$ cat src/rtl/pwm_mux_pkg.sv
// Shared defaults and the per-channel duty register slot layout for the PWM mux.
package pwm_mux_pkg;

   localparam int NUM_CH_DEF = 4;
   localparam int CNT_W_DEF  = 8;
   localparam int SEL_W_DEF  = 2;

   // One channel's duty state at the default counter width: staged value, live value, staged flag.
   typedef struct packed {
      logic                 pend;
      logic [CNT_W_DEF-1:0] duty_pend;
      logic [CNT_W_DEF-1:0] duty_act;
   } duty_slot_t;

endpackage

$ cat src/rtl/pwm_mux_if.sv
// Control, duty-write and output bundle of the PWM mux; master drives, slave is the mux.
interface pwm_mux_if import pwm_mux_pkg::*; #(
   parameter int NUM_CH = NUM_CH_DEF,
   parameter int CNT_W  = CNT_W_DEF,
   parameter int SEL_W  = SEL_W_DEF
) ();

   logic              en;
   logic [CNT_W-1:0]  period;
   logic              wr_en;
   logic [SEL_W-1:0]  wr_ch;
   logic [CNT_W-1:0]  wr_duty;
   logic              wr_ready;
   logic [SEL_W-1:0]  sel;
   logic [NUM_CH-1:0] pwm;
   logic              y;
   logic              period_end;

   modport master (
      output en, period, wr_en, wr_ch, wr_duty, sel,
      input  wr_ready, pwm, y, period_end
   );

   modport slave (
      input  en, period, wr_en, wr_ch, wr_duty, sel,
      output wr_ready, pwm, y, period_end
   );

endinterface

$ cat src/rtl/pwm_ch.sv
// One PWM channel: double-buffered duty (staged until the cycle boundary) and the output flop.
module pwm_ch import pwm_mux_pkg::*; #(
   parameter int CNT_W = CNT_W_DEF
) (
   input  logic             clk,
   input  logic             rst,
   input  logic             en,
   input  logic [CNT_W-1:0] cnt,
   input  logic             xfer,
   input  logic             wr_acc,
   input  logic [CNT_W-1:0] wr_duty,
   output logic             pend,
   output logic             pwm
);

   logic [CNT_W-1:0] duty_act;
   logic [CNT_W-1:0] duty_pend;

   // A write is only accepted while pend is clear, so it can never collide with a transfer.
   always_ff @(posedge clk or negedge rst) begin
      if (!rst) begin
         duty_act  <= '0;
         duty_pend <= '0;
         pend      <= 1'b0;
         pwm       <= 1'b0;
      end else begin
         pwm <= en && (cnt < duty_act);
         if (wr_acc) begin
            duty_pend <= wr_duty;
            pend      <= 1'b1;
         end else if (xfer && pend) begin
            duty_act <= duty_pend;
            pend     <= 1'b0;
         end
      end
   end

endmodule

$ cat src/rtl/pwm_mux_n.sv
// Shared PWM counter feeding NUM_CH channels, with boundary-synchronised period and output select.
module pwm_mux_n import pwm_mux_pkg::*; #(
   parameter int NUM_CH = NUM_CH_DEF,
   parameter int CNT_W  = CNT_W_DEF,
   parameter int SEL_W  = SEL_W_DEF
) (
   input logic       clk,
   input logic       rst,
   pwm_mux_if.slave  bus
);

   logic [CNT_W-1:0]  cnt;
   logic [CNT_W-1:0]  period_q;
   logic [SEL_W-1:0]  sel_q;
   logic              wrap;
   logic              load;
   logic [NUM_CH-1:0] pend;
   logic [NUM_CH-1:0] wr_acc;
   logic [NUM_CH-1:0] pwm_q;
   logic              wr_ready_c;
   logic              y_c;

   assign wrap = bus.en && (cnt == period_q);
   // Period, select and staged duties all switch together at the boundary or while idle.
   assign load = wrap || !bus.en;

   always_ff @(posedge clk or negedge rst) begin
      if (!rst) begin
         cnt      <= '0;
         period_q <= '0;
         sel_q    <= '0;
      end else begin
         if (!bus.en || wrap) cnt <= '0;
         else                 cnt <= cnt + CNT_W'(1);
         if (load) begin
            period_q <= bus.period;
            sel_q    <= bus.sel;
         end
      end
   end

   // Indices at or beyond NUM_CH match no channel: writes are always ready and dropped, y reads 0.
   always_comb begin
      wr_ready_c = 1'b1;
      y_c        = 1'b0;
      for (int i = 0; i < NUM_CH; i++) begin
         if (bus.wr_ch == SEL_W'(i)) wr_ready_c = !pend[i];
         if (sel_q == SEL_W'(i))     y_c        = pwm_q[i];
      end
   end

   for (genvar g = 0; g < NUM_CH; g++) begin : g_ch
      assign wr_acc[g] = bus.wr_en && (bus.wr_ch == SEL_W'(g)) && !pend[g];

      pwm_ch #(.CNT_W(CNT_W)) u_ch (
         .clk     (clk),
         .rst     (rst),
         .en      (bus.en),
         .cnt     (cnt),
         .xfer    (load),
         .wr_acc  (wr_acc[g]),
         .wr_duty (bus.wr_duty),
         .pend    (pend[g]),
         .pwm     (pwm_q[g])
      );
   end

   assign bus.period_end = wrap;
   assign bus.wr_ready   = wr_ready_c;
   assign bus.y          = y_c;
   assign bus.pwm        = pwm_q;

endmodule

$ cat src/flat_wrapper.sv
// flat-port wrapper written by rule: the top's interface ports become plain ports
module pwm_mux_n_flat import pwm_mux_pkg::*;
#(
   parameter int NUM_CH = NUM_CH_DEF,
   parameter int CNT_W  = CNT_W_DEF,
   parameter int SEL_W  = SEL_W_DEF
)
  (clk, rst, bus_en, bus_period, bus_wr_en, bus_wr_ch, bus_wr_duty, bus_sel, bus_wr_ready, bus_pwm, bus_y, bus_period_end);
  pwm_mux_if #(.NUM_CH(NUM_CH), .CNT_W(CNT_W), .SEL_W(SEL_W)) bus_i ();
  input logic clk;
  input logic rst;
  input wire logic [$bits(bus_i.en)-1:0] bus_en;
  input wire logic [$bits(bus_i.period)-1:0] bus_period;
  input wire logic [$bits(bus_i.wr_en)-1:0] bus_wr_en;
  input wire logic [$bits(bus_i.wr_ch)-1:0] bus_wr_ch;
  input wire logic [$bits(bus_i.wr_duty)-1:0] bus_wr_duty;
  input wire logic [$bits(bus_i.sel)-1:0] bus_sel;
  output wire logic [$bits(bus_i.wr_ready)-1:0] bus_wr_ready;
  output wire logic [$bits(bus_i.pwm)-1:0] bus_pwm;
  output wire logic [$bits(bus_i.y)-1:0] bus_y;
  output wire logic [$bits(bus_i.period_end)-1:0] bus_period_end;
  assign bus_i.en = bus_en;
  assign bus_i.period = bus_period;
  assign bus_i.wr_en = bus_wr_en;
  assign bus_i.wr_ch = bus_wr_ch;
  assign bus_i.wr_duty = bus_wr_duty;
  assign bus_i.sel = bus_sel;
  assign bus_wr_ready = bus_i.wr_ready;
  assign bus_pwm = bus_i.pwm;
  assign bus_y = bus_i.y;
  assign bus_period_end = bus_i.period_end;
  pwm_mux_n #(.NUM_CH(NUM_CH), .CNT_W(CNT_W), .SEL_W(SEL_W)) u_core (.clk(clk), .rst(rst), .bus(bus_i));
endmodule
$ cat config.mk
export PLATFORM = sky130hd
export DESIGN_NAME = pwm_mux_n_flat
export DESIGN_NICKNAME = d
export VERILOG_FILES = /design/src/rtl/pwm_mux_pkg.sv /design/src/rtl/pwm_mux_if.sv /design/src/rtl/pwm_ch.sv /design/src/rtl/pwm_mux_n.sv /design/src/flat_wrapper.sv
export SDC_FILE = /design/constraint.sdc
export NUM_CORES = 1
export LEC_CHECK = 0
export CORE_MARGIN = 1
export CORE_UTILIZATION = 55
export DETAILED_ROUTE_END_ITERATION = 7
export GPL_TIMING_DRIVEN = 0
export PLACE_DENSITY = 0.74
export SLEW_MARGIN = 20
export SYNTH_ARGS = -nofsm -noshare
export SYNTH_HDL_FRONTEND = slang
export SYNTH_SLANG_ARGS = --single-unit
$ cat constraint.sdc
create_clock -name clk -period 1.96 [get_ports clk]
set_input_delay 0.196 -clock clk [delete_from_list [all_inputs] [get_ports clk]]
set_output_delay 0.196 -clock clk [all_outputs]
set_load 0.01 [all_outputs]
; ---- After elaboration in Yosys (flattened, before gate mapping)
; Cells that the tools add are included.
[totals]
ff_bits = 90
latchBits = 0
mem_bits_rw = 0
mem_bits_ro = 0
input_bits = 24
out_inout_bits = 7
word_cells = 85
mem_count = 0
[op_classes]
n_addsub = 1
mul = 0
div = 0
n_lt_le_gt_ge = 4
eq_ne = 7
shift = 0
n_mux = 17
bitwise_logic = 4
reduce_logical = 33
[op_table]
columns = op, count
row1 = $lt 8x8->1, 4
row2 = $logic_and 1x1->1, 17
row3 = $mux 1, 16
row4 = $add 8x1->8 const B, 1
row5 = $eq 2x2->1 const B, 4
row6 = $eq 8x8->1, 1
row7 = $mux 8, 1
row8 = $reduce_and 2->1, 4
row9 = $reduce_bool 2->1, 4
row10 = $logic_not 1->1, 5
row11 = $eq 2x1->1 const B, 2
row12 = $logic_not 2->1, 2
row13 = $not 1->1, 4
row14 = $logic_or 1x1->1, 1

; ---- Depth between registers and ports, before layout
; Gate-level depths: netlist (run 1).
[depth]
ltp_word = 6
mapped_depth = 6
mapped_depth_nobuf = 6

; ---- Cells and area by module
; From an unflattened synthesis (run 1), not the netlist that was laid out.
[hier_totals]
hier_cells = 330
hier_area_um2 = 4332.9
[modules_own_cells]
columns = module, n_inst, cells_per_inst, area_per_inst_um2, seq_area_each_um2
row1 = pwm_ch, 4, 64, 853.3, 450.4
row2 = pwm_mux_n, 1, 74, 919.6, 450.4

; ---- Least setup slack after synthesis (run 1)
; OpenSTA, ideal clock, no wires.
[synth_path]
path_type = reg-to-reg
from = register u_core.cnt[2]
to = register u_core.period_q[7]
setup_time_ns = 0.127
t_arrival_ns = 1.634
t_required_ns = 1.833
path_slack_ns = 0.199
stages_incl_launch_ff = 6
path_buffers = 1
synth_period_minus_slack_ns = 1.761
path_cell_list = dfrtp_1 -> xnor2_1 -> nand4_1 -> o21ai_2 -> buf_4 -> mux2_1
[synth_via]
elab_chain_len = 3
[synth_rtl]
columns = item, line
row1 = from (decl), pwm_mux_n.sv:12  ; logic [CNT_W-1:0] cnt;
row2 = from (signal assigned), pwm_mux_n.sv:34  ; else cnt <= cnt + CNT_W'(1);
row3 = $eq 8x8->1, pwm_mux_n.sv:23  ; assign wrap = bus.en && (cnt == period_q);
row4 = $logic_and 1x1->1, pwm_mux_n.sv:23
row5 = $logic_or 1x1->1, pwm_mux_n.sv:25  ; assign load = wrap || !bus.en;
row6 = to (signal assigned), pwm_mux_n.sv:36  ; period_q <= bus.period;
row7 = to (decl), pwm_mux_n.sv:13  ; logic [CNT_W-1:0] period_q;
; Every way passes these cells.
; A chain may end at the register's enable or synchronous reset.

; ---- Worst setup path after layout (run 1)
[layout_path]
from = register u_core.cnt[0]
to = register u_core.period_q[3]
; Same word-level chain as after synthesis.

==> metrics.md, run 1 <==
| Metric | Value |
|---|---|
| Status | `finished clean` |
| Buffer depth of the longest clock path | `2` |
| DRT iter0 DRCs | `287` |
| Routed via count | `3492` |
| I/O pins | `31` |
| Number of setup violations in the final report | `0` |
| Max VDD drop | `0.0005978 V` |
| Average size of a mapped cell | `11.06 um^2` |
| CP Max Fanout | `10` |
| DP Area | `0.005192 mm^2` |
| Crit path DAT | `2.19 ns` |
| Worst slew margin | `0.5591` |
| Grt ovf | `0` |
| Setup_tns | `0 ns` |
| Total power | `4.810 mW` |
| Number of cell rows | `33` |
| CTS sink cnt | `90` |
| Pwr/cell area | `852.0 mW/mm^2` |
| CTS tree | `done` |
| Largest cells by area after synthesis | `dfrtp_1 (47%), o211ai_1 (10%), mux2_2 (8.5%)` |
| Final worst slack | `0.02447 ns` |
| RSZ-0062 raised after global routing | `yes` |
| Vias per cell | `5.810` |
| Final instance area | `0.005645 mm^2` |
| Clock Latency Late Sink | `0.37 ns` |
| Period utilization | `0.9875` |
| Vias in the first global route | `3394` |
| Synth top area share | `0.4736` |
| Max Fclk | `516.7 MHz` |
| DRT Pass-1 Iters | `4` |
| Final std cells w/o fill | `601` |
| Cts bufs inserted | `9` |
| Clock skew | `0.009485 ns` |
| Hold WC Path Type | `in -> reg` |
| # fillers | `636` |
| Largest net degree at the start of global routing | `50` |
| IO Port Bufs | `28` |
| Yosys warns | `0` |
| Synth unique cells | `36` |
| Min Tclk post-route | `1.936 ns` |
| Setup slack at placement | `-0.4228 ns` |
| Flop-to-flop setup slack | `0.02 ns` |
| Commonest non-fill, non-tap cells in the layout | `dfrtp_1 (82), o211ai_1 (64), nand2_1 (41)` |
| Max-Cap Viols | `0` |
| Layout cells sized above 1 | `0.2258` |
| ANT nets after route | `0` |
| Drc violations | `0` |
| Die Y | `94.99 um` |
| Placed cells | `564` |
| WHS | `0.3457 ns` |
| Root Buffer | `clkbuf_8` |
| Gr usage total | `0.2694` |
| RD Place Congestion | `0.8246` |
| Initial Util | `0.5730` |
| Die Footprint | `0.009023 mm^2` |
| WL/cell | `18.54 um` |
| HPWL after DPL | `7640 um` |
| Register bit total from synthesis | `90` |
| Yosys top cell by area | `dfrtp_1` |
| Pleak | `2.682 nW` |
| Initial antenna violation count | `0` |
| Register area | `0.002262 mm^2` |
| Sequential fraction of the synthesis area | `0.4736` |
| Tightest Pin Transition | `0.6577 ns` |
| Die X | `94.99 um` |
| Area growth, synth to finish | `18.71%` |
| Leading cell type in the layout, fill and taps excluded | `dfrtp_1` |
| H-tree level count | `3` |
| First-pass GRT wire length | `17860 um` |
| Clock-pin slew of the registers on the worst-case setup and hold paths | `0.09 ns` |
| Synthesized area | `0.004756 mm^2` |
| CORE AREA | `0.008299 mm^2` |
| Multi-input combinational cell area | `0.002256 mm^2` |
| Final hold vios | `0` |
| CP Capture Type | `flop` |
| Max Slew Vio Count | `0` |
| Routed WL | `11140 um` |
| Final core occ | `0.6802` |
| Crit start category | `flop` |
| NumNets Final | `544` |
| CP Class | `reg -> reg` |
| Net Count, Synth | `483` |
| WP data required | `2.22 ns` |
| Syn Inst Count | `430` |
| Diode count | `0` |
## cells in the mapped netlist
cell / n
ha_1: 29
nor2_1: 7
nor4b_4: 1
mux4_2: 2
clkbuf_1: 18
buf_1: 2
o2111ai_1: 4
o21a_1: 5
nor4bb_1: 1
xnor2_2: 1
buf_4: 5
and2_1: 1
a21o_1: 7
nand2_1: 41
inv_1: 30
o21ai_0: 5
and3_1: 2
nand3_1: 5
buf_2: 3
nand2b_1: 32
or3_1: 4
buf_6: 1
mux2_4: 4
nor3_1: 1
nand4_2: 1
nand4_1: 2
xor2_1: 5
nor3_2: 1
o21ai_2: 1
xnor2_1: 8
dfrtp_1: 90
clkinv_1: 1
mux2_1: 2
mux2_2: 36
o211ai_1: 64
a211oi_1: 8
## path summary, 6_finish.rpt
kind / from / to / cells after the start
max in group asynchronous: rst / u_core.g_ch[0].u_ch.pend / 3
min in group asynchronous: rst / u_core.g_ch[0].u_ch.pwm / 2
max: u_core.cnt[0] / u_core.period_q[3] / 7
min: bus_en / u_core.g_ch[3].u_ch.duty_act[0] / 3
max reg2reg: u_core.cnt[0] / u_core.period_q[3] / 7
min reg2reg: u_core.sel_q[1] / u_core.sel_q[1] / 1
## layer usage
metal	vias up	GRT usage	wire, um
li1	1650	-	-
met4	0	0.09091	195
met1	1728	0.3740	5078
met5	-	0	0
met3	16	0.05233	528
met2	98	0.4227	5340
## worst max-delay path, cell delays in order, from the launching register on
cell	delay [ns]
dfrtp_1	0.41
buf_6	0.15
xnor2_2	0.15
nand4_2	0.15
buf_4	0.22
o21a_1	0.25
buf_6	0.18
mux2_4	0.30
## final cells by class
cell class | instances | area share
repair buffers | 53 | 0.08599
clock inverters | 5 | 0.01507
flip-flops and latches | 90 | 0.4007
inverters | 31 | 0.02061
plain buffers | 26 | 0.02793
multi-input cells | 280 | 0.3996
well taps | 105 | 0.02327
clock buffers | 11 | 0.02682
## cells by family after synthesis
family | Yosys count | synth area share
simple gates | 99 | 0.1100
mux | 44 | 0.1121
buf+inv | 60 | 0.05367
flops | 90 | 0.4736
xor+xnor | 14 | 0.02736
compound gates | 94 | 0.1471
fa+ha+maj | 29 | 0.07630
## registers in the layout, summed over array words and instances, names as in the netlist
name,count
u_core.g_ch.u_ch.duty_pend,32
u_core.period_q,8
u_core.sel_q,2
u_core.cnt,8
u_core.g_ch.u_ch.pwm,4
u_core.g_ch.u_ch.pend,4
u_core.g_ch.u_ch.duty_act,32
## timing repair
item                       CTS  global route
gates resized for setup     15            20
setup buffers                2            21
hold buffers                 1             0
setup endpoints to repair   63            43
hold endpoints to repair    41             0
pin swaps                    2             3
## report_power, final
group | switching, mW | internal, mW
logic | 0.453 | 0.488
registers | 0.227 | 2.16
clock network | 0.691 | 0.795
Note: power is estimated with default switching activity, not from simulation.
==> run 2, diff against run 1 <==
- ABC_AREA: unset -> 1
- CTS_CLUSTER_SIZE: unset -> 30
==> metrics.md, run 2 <==
| Metric | Value |
|---|---|
| Synth top area share | `0.5213 (was 0.4736)` |
| CORE AREA | `0.007408 mm^2 (was 0.008299 mm^2)` |
| Crit path DAT | `1.61 ns (was 2.19 ns)` |
| Initial Util | `0.5832 (was 0.5730)` |
| Biggest regs | `u_core.g_ch.u_ch.duty_act: 32 flops, u_core.g_ch.u_ch.duty_pend: 32 flops (unchanged)` |
| Clock Latency Late Sink | `0.35 ns (was 0.37 ns)` |
| Most common cell in the netlist | `nand2_1 (was dfrtp_1)` |
| Pleak | `2.588 nW (was 2.682 nW)` |
| Max Slew Vio Count | `0 (unchanged)` |
| Layout cells sized above 1 | `0.1027 (was 0.2258)` |
| Final std cells w/o fill | `654 (was 601)` |
| Adder-Cell Fraction of Synth Area | `0.08398 (was 0.07630)` |
| Crit-path max cell delay | `0.49 ns (was 0.41 ns)` |
| Final worst slack | `0.1501 ns (was 0.02447 ns)` |
| Crit path depth | `7 (unchanged)` |
| Met1 global-route usage | `0.3550 (was 0.3740)` |
| Reg power frac | `0.508 (was 0.495)` |
| Routed WL | `9712 um (was 11140 um)` |
| WL/cell | `14.85 um (was 18.54 um)` |
| Min Tclk post-route | `1.810 ns (was 1.936 ns)` |
| Post-synthesis mux area share | `0 (was 0.1121)` |
| Hold EP | `u_core.period_q[6] (was u_core.g_ch[3].u_ch.duty_act[0])` |
| GR Util met2 | `0.4160 (was 0.4227)` |
| Gr usage total | `0.2570 (was 0.2694)` |
| Post-Synth XOR/XNOR Area | `0.01419 (was 0.02736)` |
| Final hold vios | `0 (unchanged)` |
| Routed via count | `3433 (was 3492)` |
| Vias per cell | `5.249 (was 5.810)` |
| HPWL after DPL | `6824 um (was 7640 um)` |
| Net Count, Synth | `551 (was 483)` |
| CP Class | `reg -> out (was reg -> reg)` |
| WP buf/inv | `2 (was 3)` |
| ANT nets after route | `0 (unchanged)` |
| FFs w/ async S/R, synth | `1.000 (unchanged)` |
| Met3 GRT Util | `0.04966 (was 0.05233)` |
| RD Place Congestion | `0.8378 (was 0.8246)` |
| H-tree level count | `3 (unchanged)` |
| Yosys warns | `0 (unchanged)` |
| Die Footprint | `0.008214 mm^2 (was 0.009023 mm^2)` |
| Worst slew margin | `0.5343 (was 0.5591)` |
| Tightest Pin Transition | `0.6986 ns (was 0.6577 ns)` |
| Drc violations | `0 (unchanged)` |
| Largest cells by area after synthesis | `dfrtp_1 (52%), nand2_1 (13%), ha_1 (8.4%) (was dfrtp_1 (47%), o211ai_1 (10%), mux2_2 (8.5%))` |
| Post-synth EDFFs | `0 (unchanged)` |
| Sw Ratio | `0.3135 (was 0.2851)` |
| Cell family with most CP delay | `flip-flops (was buffers and inverters)` |
| Hold WC Path Type | `in -> reg (unchanged)` |
| Synth Area in Compound Gates | `0.08427 (was 0.1471)` |
| Max-Cap Viols | `0 (unchanged)` |
| Yosys top cell by area | `dfrtp_1 (unchanged)` |
| WP data required | `1.76 ns (was 2.22 ns)` |
| Diode count | `0 (unchanged)` |
| I/O pins | `31 (unchanged)` |
| CTS sink cnt | `90 (unchanged)` |
| CP Max Fanout | `10 (unchanged)` |
| Root Buffer | `clkbuf_8 (unchanged)` |
| Sequential fraction of the synthesis area | `0.5213 (was 0.4736)` |
| Crit start category | `flop (unchanged)` |
| Number of setup violations in the final report | `0 (unchanged)` |
| Syn Inst Count | `498 (was 430)` |
| Pint | `3.365 mW (was 3.439 mW)` |
| Top Usage Layer GRT | `met2 (unchanged)` |
| Die Y | `90.63 um (was 94.99 um)` |
| Register bit total from synthesis | `90 (unchanged)` |
| Cts bufs inserted | `9 (unchanged)` |
| Number of cell rows | `31 (was 33)` |
| Leading cell type in the layout, fill and taps excluded | `nand2_1 (was dfrtp_1)` |
| R2R depth | `4 (was 7)` |
| Slowest CP cell | `dfrtp_2 (was dfrtp_1)` |
| DRT iter0 DRCs | `178 (was 287)` |
| Max Fclk | `552.5 MHz (was 516.7 MHz)` |
| Synthesized area | `0.004320 mm^2 (was 0.004756 mm^2)` |
| DRT Pass-1 Iters | `5 (was 4)` |
| Placed cells | `628 (was 564)` |
| Grt ovf | `0 (unchanged)` |
| IO Port Bufs | `30 (was 28)` |
| Reg2reg end | `u_core.g_ch[3].u_ch.pend (was u_core.period_q[3])` |
| Synth unique cells | `24 (was 36)` |
| Area growth, synth to finish | `17.29% (was 18.71%)` |
| First-pass GRT wire length | `16320 um (was 17860 um)` |
| NumNets Final | `603 (was 544)` |
| Critical-path cell list | `xnor2_1 > nand2_1 > nor2_1 > nand2_2 > buf_6 > nor2_4 > buf_2 (was buf_6 > xnor2_2 > nand4_2 > buf_4 > o21a_1 > buf_6 > mux2_4)` |
| Hold_sp | `bus_period[6] (was bus_en)` |
| Die X | `90.63 um (was 94.99 um)` |
| Average size of a mapped cell | `8.675 um^2 (was 11.06 um^2)` |
| Vias in the first global route | `3357 (was 3394)` |
| Max VDD drop | `0.0005708 V (was 0.0005978 V)` |
| Comb pwr share | `0.233 (was 0.196)` |
| RSZ-0062 raised after global routing | `no (was yes)` |
| Sw Pwr | `1.537 mW (was 1.371 mW)` |
| Hold path depth | `3 (unchanged)` |
| Worst R2R Start | `u_core.g_ch[3].u_ch.pend (was u_core.cnt[0])` |
| Main combinational cell family by area after synthesis | `simple AND/OR/NAND/NOR gates (was compound AO/OA/AOI/OAI gates)` |
| CP Capture Type | `output pin (was flop)` |
| Synth Area in Simple Gates | `0.2247 (was 0.1100)` |
| Buffer depth of the longest clock path | `2 (unchanged)` |
| Flop-to-flop setup slack | `0.22 ns (was 0.02 ns)` |
| Status | `finished clean (unchanged)` |
| Primary FF master, synth | `dfrtp_1 (unchanged)` |
| Setup slack at placement | `-0.1600 ns (was -0.4228 ns)` |
| Initial antenna violation count | `0 (unchanged)` |
| Period utilization | `0.9234 (was 0.9875)` |
| Clk network pwr share | `0.260 (was 0.309)` |
| Clock skew | `0.009107 ns (was 0.009485 ns)` |
| Commonest non-fill, non-tap cells in the layout | `nand2_1 (146), dfrtp_1 (82), inv_1 (51) (was dfrtp_1 (82), o211ai_1 (64), nand2_1 (41))` |
| Synth top cells by count | `nand2_1 (147), dfrtp_1 (90), inv_1 (51) (was dfrtp_1 (90), o211ai_1 (64), nand2_1 (41))` |
| Clock-pin slew of the registers on the worst-case setup and hold paths | `0.09 ns (about the same)` |
| Pwr/cell area | `967.3 mW/mm^2 (was 852.0 mW/mm^2)` |
| CTS tree | `done (unchanged)` |
| # fillers | `594 (was 636)` |
| Largest net degree at the start of global routing | `55 (was 50)` |
run 2: power by group through the flow:
stage	Combinational (mW)	Clock (mW)	Sequential [mW]
final	1.14	1.27	2.49
after global routing	1.33	1.38	2.53
after CTS	1.14	1.29	2.48
after detailed placement	1.12	0	2.52
after global placement	1.05	0	2.50
after floorplan	0.783	0	2.44
run 2: per-layer routing:
metal	vias to the layer above	wire length, um
met5	-	0
met4	0	122
met3	11	440
met2	99	4643
met1	1610	4506
li1	1713	-
run 2: worst min-delay path: cells and delay by family:
kind                   cells  cell delay [ns]
buffers and inverters      1             0.39
and+or+nand+nor            2             0.10
run 2: logic make-up (layout without fill, tap and decap cells):
kind of cell,after synthesis,in the layout
compound gates,68,68
xor+xnor,7,7
fa+ha+maj,29,29
buf+inv,72,129
flops,90,90
simple gates,232,232
run 2: worst max path at each step:
stage | startpoint | to
after floorplan | u_core.cnt[5] | u_core.cnt[5]
after global placement | rst | u_core.g_ch[2].u_ch.duty_pend[6]
after detailed placement | u_core.cnt[1] | bus_period_end
after CTS | u_core.cnt[0] | bus_period_end
after global routing | u_core.cnt[0] | bus_period_end
final | u_core.cnt[7] | bus_period_end
run 2: cell type report:
class | instances | area, um^2 | share of cell area
Tap cell | 99 | 123.9 | 0.02444
Inverter | 52 | 195.2 | 0.03852
Timing Repair Buffer | 42 | 400.4 | 0.07901
Multi-Input combinational cell | 336 | 1774 | 0.3501
Clock buffer | 11 | 131.4 | 0.02593
Sequential cell | 90 | 2262 | 0.4464
Clock inverter | 5 | 63.81 | 0.01259
Buffer | 19 | 116.4 | 0.02296
run 2: through the flow:
stage	hold WS, ns	util	setup TNS [ns]	cell area, um^2	power (mW)
after global placement	0.4540	0.6404	-224.78	4745	3.558
after CTS	0.3639	0.6816	0	5050	4.911
final	0.3697	0.6840	0	5067	4.902
after detailed placement	0.2810	0.6428	-0.1600	4762	3.633
after global routing	0.3719	0.6840	0	5067	5.234
after floorplan	-0.09959	-	0	4320	3.224
run 2: repair_timing:
item / 4_1_cts / 5_1_grt
gates resized for setup: 13 / 6
endpoints found under the setup margin: 2 / 2
pin swaps: 0 / 2
hold buffers: 1 / 0
buffers inserted: 9 / 1
hold endpoints to repair: 53 / 0
==> run 3, diff against run 2 <==
--- a/config.mk
+++ b/config.mk
@@ -8,2 +8,3 @@
 export ABC_AREA = 1
+export CORE_ASPECT_RATIO = 1.75
 export CORE_MARGIN = 1
--- a/constraint.sdc
+++ b/constraint.sdc
@@ -3,2 +3,2 @@
 set_output_delay 0.196 -clock clk [all_outputs]
-set_load 0.01 [all_outputs]
+set_load 0.005 [all_outputs]
==> metrics.md, run 3 (synthesis results as in run 2) <==
| Metric | Value |
|---|---|
| Final worst slack | `0.07942 ns (was 0.1501 ns)` |
| Layout cells sized above 1 | `0.1059 (was 0.1027)` |
| First-pass GRT wire length | `16110 um (was 16320 um)` |
| IO Port Bufs | `30 (unchanged)` |
| Max Fclk | `531.8 MHz (was 552.5 MHz)` |
| Die X | `69.00 um (was 90.63 um)` |
| RSZ-0062 raised after global routing | `no (unchanged)` |
| WP data required | `1.76 ns (about the same)` |
| Clock-pin slew of the registers on the worst-case setup and hold paths | `0.06 ns (was 0.09 ns)` |
| Hold WC Path Type | `in -> async (was in -> reg)` |
| Crit path DAT | `1.68 ns (was 1.61 ns)` |
| Period utilization | `0.9595 (was 0.9234)` |
| DRT Pass-1 Iters | `5 (unchanged)` |
| Max VDD drop | `0.0006682 V (was 0.0005708 V)` |
| Crit-path max cell delay | `0.43 ns (was 0.49 ns)` |
| Pleak | `2.649 nW (was 2.588 nW)` |
| WP buf/inv | `3 (was 2)` |
| Max-Cap Viols | `0 (unchanged)` |
| CP Class | `reg -> out (unchanged)` |
| I/O pins | `31 (unchanged)` |
| Final hold vios | `0 (unchanged)` |
| CTS tree | `done (unchanged)` |
| NumNets Final | `605 (was 603)` |
| Die Footprint | `0.008227 mm^2 (was 0.008214 mm^2)` |
| Routed via count | `3454 (was 3433)` |
| CP Capture Type | `output pin (unchanged)` |
| Worst slew margin | `0.5634 (was 0.5343)` |
| Cts bufs inserted | `9 (unchanged)` |
| Commonest non-fill, non-tap cells in the layout | `nand2_1 (146), dfrtp_1 (82), inv_1 (51) (unchanged)` |
| Tightest Pin Transition | `0.6549 ns (was 0.6986 ns)` |
| Area growth, synth to finish | `20.01% (was 17.29%)` |
| Leading cell type in the layout, fill and taps excluded | `nand2_1 (unchanged)` |
| Buffer depth of the longest clock path | `2 (unchanged)` |
| Clock Latency Late Sink | `0.34 ns (was 0.35 ns)` |
| Vias per cell | `5.355 (was 5.249)` |
| Grt ovf | `0 (unchanged)` |
| Status | `finished clean (unchanged)` |
| CORE AREA | `0.007567 mm^2 (was 0.007408 mm^2)` |
| Diode count | `0 (unchanged)` |
| Gr usage total | `0.2743 (was 0.2570)` |
| Initial Util | `0.5709 (was 0.5832)` |
| WHS | `0.3296 ns (was 0.3697 ns)` |
| CTS sink cnt | `90 (unchanged)` |
| RD Place Congestion | `0.8083 (was 0.8378)` |
| Largest net degree at the start of global routing | `61 (was 55)` |
| Cell family with most CP delay | `simple AND/OR/NAND/NOR gates (was flip-flops)` |
| Slowest CP cell | `dfrtp_2 (unchanged)` |
| DP Area | `0.004756 mm^2 (was 0.004762 mm^2)` |
| WL/cell | `15.37 um (was 14.85 um)` |
| ANT nets after route | `0 (unchanged)` |
| Initial antenna violation count | `0 (unchanged)` |
| Critical-path cell list | `inv_2 > nand2_1 > nand2_1 > nand2_1 > nor2_2 > nand2_2 > buf_8 > nor2_1 > dlygate4sd2_1 (was xnor2_1 > nand2_1 > nor2_1 > nand2_2 > buf_6 > nor2_4 > buf_2)` |
| Biggest regs | `u_core.g_ch.u_ch.duty_act: 32 flops, u_core.g_ch.u_ch.duty_pend: 32 flops (unchanged)` |
| Clock skew | `0.006618 ns (was 0.009107 ns)` |
| Root Buffer | `clkbuf_16 (was clkbuf_8)` |
| # fillers | `651 (was 594)` |
| H-tree level count | `3 (unchanged)` |
| Die Y | `119.2 um (was 90.63 um)` |
| Setup_tns | `0 ns (unchanged)` |
| CP Max Fanout | `10 (unchanged)` |
| CP dominant cell by count | `nand2_1` |
| Final instance area | `0.005185 mm^2 (was 0.005067 mm^2)` |
| Setup slack at placement | `-0.1341 ns (was -0.1600 ns)` |
| Min Tclk post-route | `1.881 ns (was 1.810 ns)` |
| Pwr/cell area | `1039 mW/mm^2 (was 967.3 mW/mm^2)` |
| Routed WL | `9912 um (was 9712 um)` |
| Crit start category | `flop (unchanged)` |
| DRT iter0 DRCs | `149 (was 178)` |
| Number of cell rows | `42 (was 31)` |
| Max Slew Vio Count | `0 (unchanged)` |
| Number of setup violations in the final report | `0 (unchanged)` |
| Drc violations | `0 (unchanged)` |
| Vias in the first global route | `3442 (was 3357)` |
| HPWL after DPL | `7010 um (was 6824 um)` |
==> run 3: what timing repair did <==
action | CTS | global route
buffers inserted | 10 | 2
setup endpoints to repair | 1 | 2
pin swaps | 1 | 0
hold buffers | 1 | 0
endpoints found under the hold margin | 30 | 0
gates resized for setup | 12 | 3
gates cloned | 0 | 0
==> run 3: stage by stage <==
step / power (mW) / utilization / std cells
floorplan: 3.211 / - / 498
global placement: 3.548 / 0.6252 / 616
detailed placement: 3.625 / 0.6285 / 617
CTS: 5.389 / 0.6829 / 644
global route: 5.695 / 0.6852 / 645
finish: 5.385 / 0.6852 / 645
==> run 3: path summary, 6_finish.rpt <==
path,from,to,slack (ns),depth (start not counted)
setup / recovery,u_core.cnt[0],bus_period_end,0.08,9
hold / removal,rst,u_core.g_ch[0].u_ch.pwm,0.33,2
setup reg to reg,u_core.cnt[3],u_core.g_ch[2].u_ch.pwm,0.11,7
hold reg to reg,u_core.g_ch[2].u_ch.duty_act[4],u_core.g_ch[2].u_ch.duty_act[4],0.47,2
max in group asynchronous,rst,u_core.g_ch[2].u_ch.duty_pend[0],0.99,3
min in group clk,bus_period[3],u_core.period_q[3],0.39,3
==> run 3: metal layers <==
layer	GRT usage	part of all wire
met1	0.3155	0.40
met3	0.05077	0.034
met5	0	0
met4	0.1429	0.035
met2	0.4624	0.53
==> run 3: final cells by class <==
cell class,instances,area [um^2],area share
buffer,19,120.1,0.02317
clock inverter,4,50.05,0.009653
tap,88,110.1,0.02124
sequential,90,2262,0.4363
inverter,52,195.2,0.03764
clock buffer,12,256.5,0.04947
timing repair buffer,44,424.2,0.08181
multi-input combinational,336,1767,0.3407
==> run 3: report_power, final <==
part	leakage, nW	switching, mW	total, mW	internal (mW)
combinational	1.37	0.617	1.14	0.520
sequential	1.13	0.231	2.48	2.25
clock	0.145	0.710	1.77	1.06
